## src/rtl/data_bus_arbiter.sv

```systemverilog
// Two-master round-robin arbiter for the shared data bus. It replays one command
// for a single cycle, waits RD_LATENCY cycles, then returns a registered response.
module data_bus_arbiter #(
  parameter int unsigned RD_LATENCY = 1
) (
  input  logic        clk_i,
  input  logic        rstn_i,
  input  logic        m0_req_i,
  input  logic        m0_we_i,
  input  logic [31:0] m0_addr_i,
  input  logic [31:0] m0_wdata_i,
  input  logic [3:0]  m0_be_i,
  output logic        m0_gnt_o,
  output logic        m0_rvalid_o,
  output logic [31:0] m0_rdata_o,
  input  logic        m1_req_i,
  input  logic        m1_we_i,
  input  logic [31:0] m1_addr_i,
  input  logic [31:0] m1_wdata_i,
  input  logic [3:0]  m1_be_i,
  output logic        m1_gnt_o,
  output logic        m1_rvalid_o,
  output logic [31:0] m1_rdata_o,
  output logic        bus_req_o,
  output logic        bus_we_o,
  output logic [31:0] bus_addr_o,
  output logic [31:0] bus_wdata_o,
  output logic [3:0]  bus_be_o,
  input  logic [31:0] bus_rdata_i,
  output logic [1:0]  dbg_state_o
);

  // Handshake: a master holds req and its command stable until it sees gnt (a
  // one-cycle pulse), then drops req; exactly one rvalid pulse follows every gnt
  // unless reset intervenes. req is only looked at while the FSM is IDLE.
  typedef enum logic [1:0] {
    IDLE  = 2'd0,
    ISSUE = 2'd1,
    WAIT  = 2'd2,
    RESP  = 2'd3
  } state_t;

  localparam logic [2:0] LAT = 3'(RD_LATENCY);

  state_t      state_q, state_d;
  logic        last_grant_q;
  logic        owner_q;
  logic        cmd_we_q;
  logic [31:0] cmd_addr_q;
  logic [31:0] cmd_wdata_q;
  logic [3:0]  cmd_be_q;
  logic [2:0]  cnt_q;
  logic [31:0] resp_q;

  logic        arb_valid;
  logic        arb_win;

  // On a tie the master that did not win last time gets the bus.
  always_comb begin
    arb_valid = m0_req_i | m1_req_i;
    if (m0_req_i && m1_req_i) begin
      arb_win = ~last_grant_q;
    end else begin
      arb_win = m1_req_i;
    end
  end

  always_comb begin
    state_d = state_q;
    case (state_q)
      IDLE:    if (arb_valid) state_d = ISSUE;
      ISSUE:   state_d = WAIT;
      WAIT:    if (cnt_q == LAT) state_d = RESP;
      RESP:    state_d = IDLE;
      default: state_d = IDLE;
    endcase
  end

  always_ff @(posedge clk_i) begin
    if (!rstn_i) begin
      state_q      <= IDLE;
      last_grant_q <= 1'b1;
      owner_q      <= 1'b0;
      cmd_we_q     <= 1'b0;
      cmd_addr_q   <= '0;
      cmd_wdata_q  <= '0;
      cmd_be_q     <= '0;
      cnt_q        <= '0;
      resp_q       <= '0;
    end else begin
      state_q <= state_d;
      case (state_q)
        IDLE: begin
          if (arb_valid) begin
            owner_q      <= arb_win;
            last_grant_q <= arb_win;
            cmd_we_q     <= arb_win ? m1_we_i    : m0_we_i;
            cmd_addr_q   <= arb_win ? m1_addr_i  : m0_addr_i;
            cmd_wdata_q  <= arb_win ? m1_wdata_i : m0_wdata_i;
            cmd_be_q     <= arb_win ? m1_be_i    : m0_be_i;
          end
        end
        ISSUE: cnt_q <= 3'd1;
        WAIT: begin
          if (cnt_q == LAT) begin
            cnt_q  <= '0;
            resp_q <= cmd_we_q ? 32'h0 : bus_rdata_i;
          end else begin
            cnt_q <= cnt_q + 3'd1;
          end
        end
        default: ;
      endcase
    end
  end

  // Address/data/be lines keep the last command; only req/we are qualified by ISSUE.
  always_comb begin
    m0_gnt_o    = 1'b0;
    m1_gnt_o    = 1'b0;
    m0_rvalid_o = 1'b0;
    m1_rvalid_o = 1'b0;
    m0_rdata_o  = '0;
    m1_rdata_o  = '0;
    bus_req_o   = (state_q == ISSUE);
    bus_we_o    = (state_q == ISSUE) & cmd_we_q;
    bus_addr_o  = cmd_addr_q;
    bus_wdata_o = cmd_wdata_q;
    bus_be_o    = cmd_be_q;
    if (state_q == ISSUE) begin
      if (owner_q) m1_gnt_o = 1'b1;
      else         m0_gnt_o = 1'b1;
    end
    if (state_q == RESP) begin
      if (owner_q) begin
        m1_rvalid_o = 1'b1;
        m1_rdata_o  = resp_q;
      end else begin
        m0_rvalid_o = 1'b1;
        m0_rdata_o  = resp_q;
      end
    end
  end

  assign dbg_state_o = state_q;

endmodule

```

## config.mk

```make
export PLATFORM = sky130hd
export DESIGN_NAME = data_bus_arbiter
export DESIGN_NICKNAME = d
export VERILOG_FILES = /design/src/rtl/data_bus_arbiter.sv
export SDC_FILE = /design/constraint.sdc
export NUM_CORES = 1
export LEC_CHECK = 0
export ABC_AREA = 0
export CORE_UTILIZATION = 37
export DETAILED_ROUTE_END_ITERATION = 8
export PLACE_DENSITY_LB_ADDON = 0.25
export REMOVE_ABC_BUFFERS = 1
export SETUP_SLACK_MARGIN = 0.5
export SLEW_MARGIN = 20
export SYNTH_ARGS = -nofsm -noshare
export SYNTH_HDL_FRONTEND = slang
export SYNTH_SLANG_ARGS = --single-unit
```

## constraint.sdc

```tcl
create_clock -name clk_i -period 3.2 [get_ports clk_i]
set_clock_uncertainty 0.05 [all_clocks]
set_input_delay 0.32 -clock clk_i [delete_from_list [all_inputs] [get_ports clk_i]]
set_output_delay 0.32 -clock clk_i [all_outputs]
set_load 0.05 [all_outputs]
```

* Word level (Yosys, flattened, before mapping)
Index checks and enable logic that the tools add are counted.
** Word-level totals
- Bits in registers :: 108
- Input port bits :: 174
- Output and inout bits :: 140
- Logic and storage cells :: 46
** Operators by class
- $add $sub $neg :: 1
- Eq/ne operators :: 6
- Muxes and demuxes :: 21
- Bitwise operators :: 3
- Reductions and logical operators :: 6
** Operator list (count)
- two-way mux 32 bit :: 7
- two-way mux 1 bit :: 8
- case mux 2 bit (4 select lines) :: 1
- case mux 3 bit (2 select lines) :: 1
- AND reduction 2 bit :: 3
- == test 2 bit, second input constant :: 2
- two-way mux 2 bit :: 2
- two-way mux 4 bit :: 1
- inequality test 2 bit, second input constant :: 2
- adder 3 x 1 -> 3 bit, second input constant :: 1
- == test 3 x 1 -> 1 bit, second input constant :: 1
- two-way mux 3 bit :: 1
- == test 2 x 1 -> 1 bit, second input constant :: 1
- logical NOT 2 bit :: 1
- nonzero test 2 bit :: 1
- AND 1 bit :: 1
- logical AND 1 bit :: 1
- inverter 1 bit :: 1
- OR 1 bit :: 1

* Logic depth before layout (Yosys ltp)
- Depth in word-level cells :: 3
- Depth in mapped cells :: 7
- Mapped depth without buffers :: 5

* Least setup slack after synthesis
Ideal clock, no wire load.
- Path type :: register to output
- Start :: register state_q[1], in the netlist dbg_state_o[1]
- End :: output m0_rdata_o[22]
- Data arrival time :: 2.094 ns
- Data required time :: 2.830 ns
- Path slack :: 0.736 ns
- Cell stages (with the launch flop) :: 5
- Buffers on the path :: 1
- Path through :: dfxtp_1 ha_1 nor2b_1 buf_2 and2_1
** On the way
- Word-level cells in the longest chain between the ends :: 2
** RTL lines
- start: declaration :: RTL line 45 : state_t state_q, state_d;
- start signal: assignment :: RTL line 91 : state_q <= state_d;
- == test 2 bit :: RTL line 134 : if (state_q == RESP) begin
- two-way mux 32 bit :: RTL line 134
- end: declaration :: RTL line 15 : output logic [31:0] m0_rdata_o,
Every way passes these cells.

* Worst setup path after layout
- Start :: register state_q[1], in the netlist dbg_state_o[1]
- End :: output m1_rdata_o[16]
** On the way
- Word-level cells in the longest chain between the ends :: 2
** RTL lines
- == test 2 bit :: RTL line 134
- two-way mux 32 bit :: RTL line 134
- end: declaration :: RTL line 23 : output logic [31:0] m1_rdata_o,
Every way passes these cells.

==> out/qor.csv <==
stage,metric,value,unit
setup_path,CP startpoint,dbg_state_o[1],
placement,placed instance area,8690,µm²
hold_path,Min-Delay Path Class,reg2reg,
power_and_ir_drop,Power Internal,3.36,mW
floorplanning,Ports,314,
logic_synthesis,Post-synth ARST share,0,%
setup_path,kind of critical path,reg2out,
clock_network,Clock Sinks,108,
setup_path,Critical Path Sink Type,output pin,
grt,first-pass GRT wire length,26400,µm
power_and_ir_drop,part of the power in combinational logic,51.9,%
sta,final period utilization,81.2,%
finish,Inserted Diodes,0,
clock_network,CTS root buffer,clkbuf_16,
setup_path,critical path required time,2830,ps
logic_synthesis,Post-synth top cells,"dfxtp_1 (108), mux2i_1 (71), a21oi_1 (70)",
placement,RD Place Congestion,0.785,
setup_path,CP startpoint kind,register,
floorplanning,Chip Width,121,µm
power_and_ir_drop,Sw Share,45.0,%
power_and_ir_drop,Peak VDD IR,0.000450,V
routing,DR iter-0 viols,268,
clock_network,CTS tree,yes,
grt,number of global-route vias before repair,5251,
routing,drt drc,0,
logic_synthesis,Synth Flop Type,dfxtp_1,
finish,layout cells sized above 1,7.11,%
outcome,status,completed,
placement,pre-CTS setup slack,907,ps
placement,I/O Buffers,313,
clock_network,post_cts resized,0,
logic_synthesis,number of flops mapped to enable cells by yosys,0,
logic_synthesis,YS warnings,0,
logic_synthesis,sequential-to-total area share from yosys stat,41.1,%
setup_path,Reg2Reg Depth,6,
setup_path,RR Endpoint,resp_q[31],
finish,# nets final,1034,
logic_synthesis,synthesized area per cell,9.14,µm²
sta,Max Transition Viols Final,0,
setup_path,R2R Setup Slk,1280,ps
clock_network,H-tree lvl count,3,
floorplanning,die height,121,µm
power_and_ir_drop,Seq pwr share,31.6,%
grt,Tot GR Track Use,23.1,%
logic_synthesis,top-count cell post-synth,dfxtp_1,
logic_synthesis,Synth top area share,41.1,%
clock_network,Post-CTS Setup Inserts,0,
finish,final instance area,9020,µm²
routing,Final ANT Viol Nets,0,
sta,Setup TNS,0,ps
job,maxcap violations,0,
finish,post-layout util,65.0,%
placement,HPWL after DPL,12800,µm
routing,Detailed Route WL,17400,µm
routing,drt wl/cell,16.7,µm
logic_synthesis,Post-Syn Area,5260,µm²
clock_network,CTS max path bufs,2,
clock_network,Clock Latency Late Sink,340,ps
logic_synthesis,largest cells by area after synthesis,"dfxtp_1 (41%), mux2i_1 (14%), a21oi_1 (6.7%)",
placement,Inst Count DP,1023,
finish,Area Growth Syn to Fin,71.5,%
logic_synthesis,Gate Count Post-Synth,576,
setup_path,CP Data Arrival Time,2230,ps
logic_synthesis,Yosys top cell by area,dfxtp_1,
routing,vias per std cell,5.10,
sta,Hold WS,407,ps
sta,PnR worst setup slack,602,ps
floorplanning,CORE AREA,13900,µm²
finish,Finished Layout Cells,1038,
grt,largest net degree at the start of global routing,111,
finish,fillers,1168,
clock_network,Worst-path clk slew,70,ps
setup_path,CP peak stage delay,790,ps
logic_synthesis,Synth Register Bits,108,
setup_path,"Max FO, Critical Path",34,
sta,Max-slew headroom,60.8,%
logic_synthesis,synth unique cells,32,
clock_network,# hold bufs at CTS,0,
power_and_ir_drop,NetSw,2.75,mW
hold_path,Hold EP,resp_q[11],
power_and_ir_drop,Leak,4.05,nW
grt,initial antenna violation count,0,
sta,Slew @ Worst Pin,586,ps
power_and_ir_drop,power share of the clock group,16.5,%
clock_network,CTS buffer count,9,
floorplanning,Core Rows,43,
grt,remaining global-route overflow,0,
setup_path,reg2reg start,dbg_state_o[0],
setup_path,critical-path cell list,"ha_1, buf_4, and3_1, clkdlybuf4s50_1",
sta,Final Setup Violations,0,
routing,vias,5291,
floorplanning,Die ar.,14700,µm²
routing,first drt pass iteration count,4,
power_and_ir_drop,overall power,6.10,mW
hold_path,Min-Delay Path Depth,2,
finish,Reg area,2160,µm²
finish,multi-input logic area,2720,µm²
setup_path,Crit-path slowest cell,clkdlybuf4s50_1,
sta,Fmax achieved,0.385,GHz
sta,Final Hold Viols,0,
power_and_ir_drop,PD cells,676,nW/µm²
hold_path,Hold Crit Start,resp_q[11],
floorplanning,Initial Util,37.9,%
sta,RSZ-0062 raised after global routing,no,
sta,crit path time final,2600,ps
-- power by group through the flow --
stage / sequential, mW / combinational, mW / clock [mW]
2_1_floorplan: 3.07 / 0.807 / 0
3_3_place_gp: 1.93 / 3.11 / 0
3_5_place_dp: 1.95 / 3.16 / 0
4_1_cts: 1.93 / 3.18 / 1.04
5_1_grt: 1.97 / 3.33 / 1.10
6_report: 1.93 / 3.17 / 1.01
-- worst max-delay path: cells and delay by family (launching register included) --
family	cells	cell delay, ps
adders and majority gates	1	190
buffers and inverters	2	1070
DFF	1	420
and+or+nand+nor	1	190
-- worst max-delay path by stage --
stage / slack, ps / endpoint / cells after the start
after floorplan: -580 / bus_addr_o[0] / 3
after global placement: 970 / bus_addr_o[6] / 5
after detailed placement: 910 / bus_addr_o[19] / 5
after CTS: 540 / m1_rdata_o[4] / 4
after global routing: 510 / m1_rdata_o[16] / 4
final: 600 / m1_rdata_o[16] / 4
-- metal layers --
metal / vias up / share of wire, % / track usage [%]
met5: - / 0 / 0
met4: 0 / 2.6 / 9.65
met3: 31 / 9.4 / 8.08
met2: 222 / 51 / 41.8
met1: 2450 / 37 / 24.2
li1: 2588 / - / -
-- state kept, by name (all words and copies together), names as in the netlist --
register and cells:
cmd_we_q 1, bus_be_o 4, bus_wdata_o 32, owner_q 1, bus_addr_o 32, last_grant_q 1
dbg_state_o 2, resp_q 32, cnt_q 3
-- cell usage in the layout, fill, tap and decap left out --
cell               n
a22oi_1            1
nand4bb_1          1
clkinv_2           3
and4bb_1           1
nor2b_1            3
buf_12            36
inv_1              2
nand2b_1           1
a31oi_1            1
buf_4              8
a22oi_2            1
o21ai_1           21
mux2i_1           71
a21boi_1          30
or3b_1             1
nand2_1           35
clkdlybuf4s50_1  247
clkbuf_1           3
nand3b_1          32
o21a_4             1
dlymetal6s2s_1    32
clkbuf_16          9
nand4_1            2
ha_1               6
and2_1            35
nor2_1             3
a21boi_4           1
buf_2              1
dfxtp_1          108
a21boi_0           4
o21a_1             2
a21oi_1           70
a21bo_2            1
o21ai_0           52
and3_1            33
-- kinds of logic (layout without fill, tap and decap cells) --
| kind of cell | after synthesis | in the layout | share of synthesized area [%] |
|---|---|---|---|
| compound gates | 185 | 185 | 19.8 |
| simple gates | 147 | 147 | 16.7 |
| flops | 108 | 108 | 41.1 |
| mux | 71 | 71 | 13.5 |
| buf+inv | 59 | 341 | 7.51 |
| fa+ha+maj | 6 | 6 | 1.43 |
-- layout make-up --
cell class	count	area share [%]
timing repair buffer	324	40.5
clock inverter	3	0.166
inverter	2	0.0832
clock buffer	12	2.62
tap	180	2.50
multi-input combinational	409	30.1
sequential	108	24.0
Note: power is estimated with default switching activity, not from simulation.
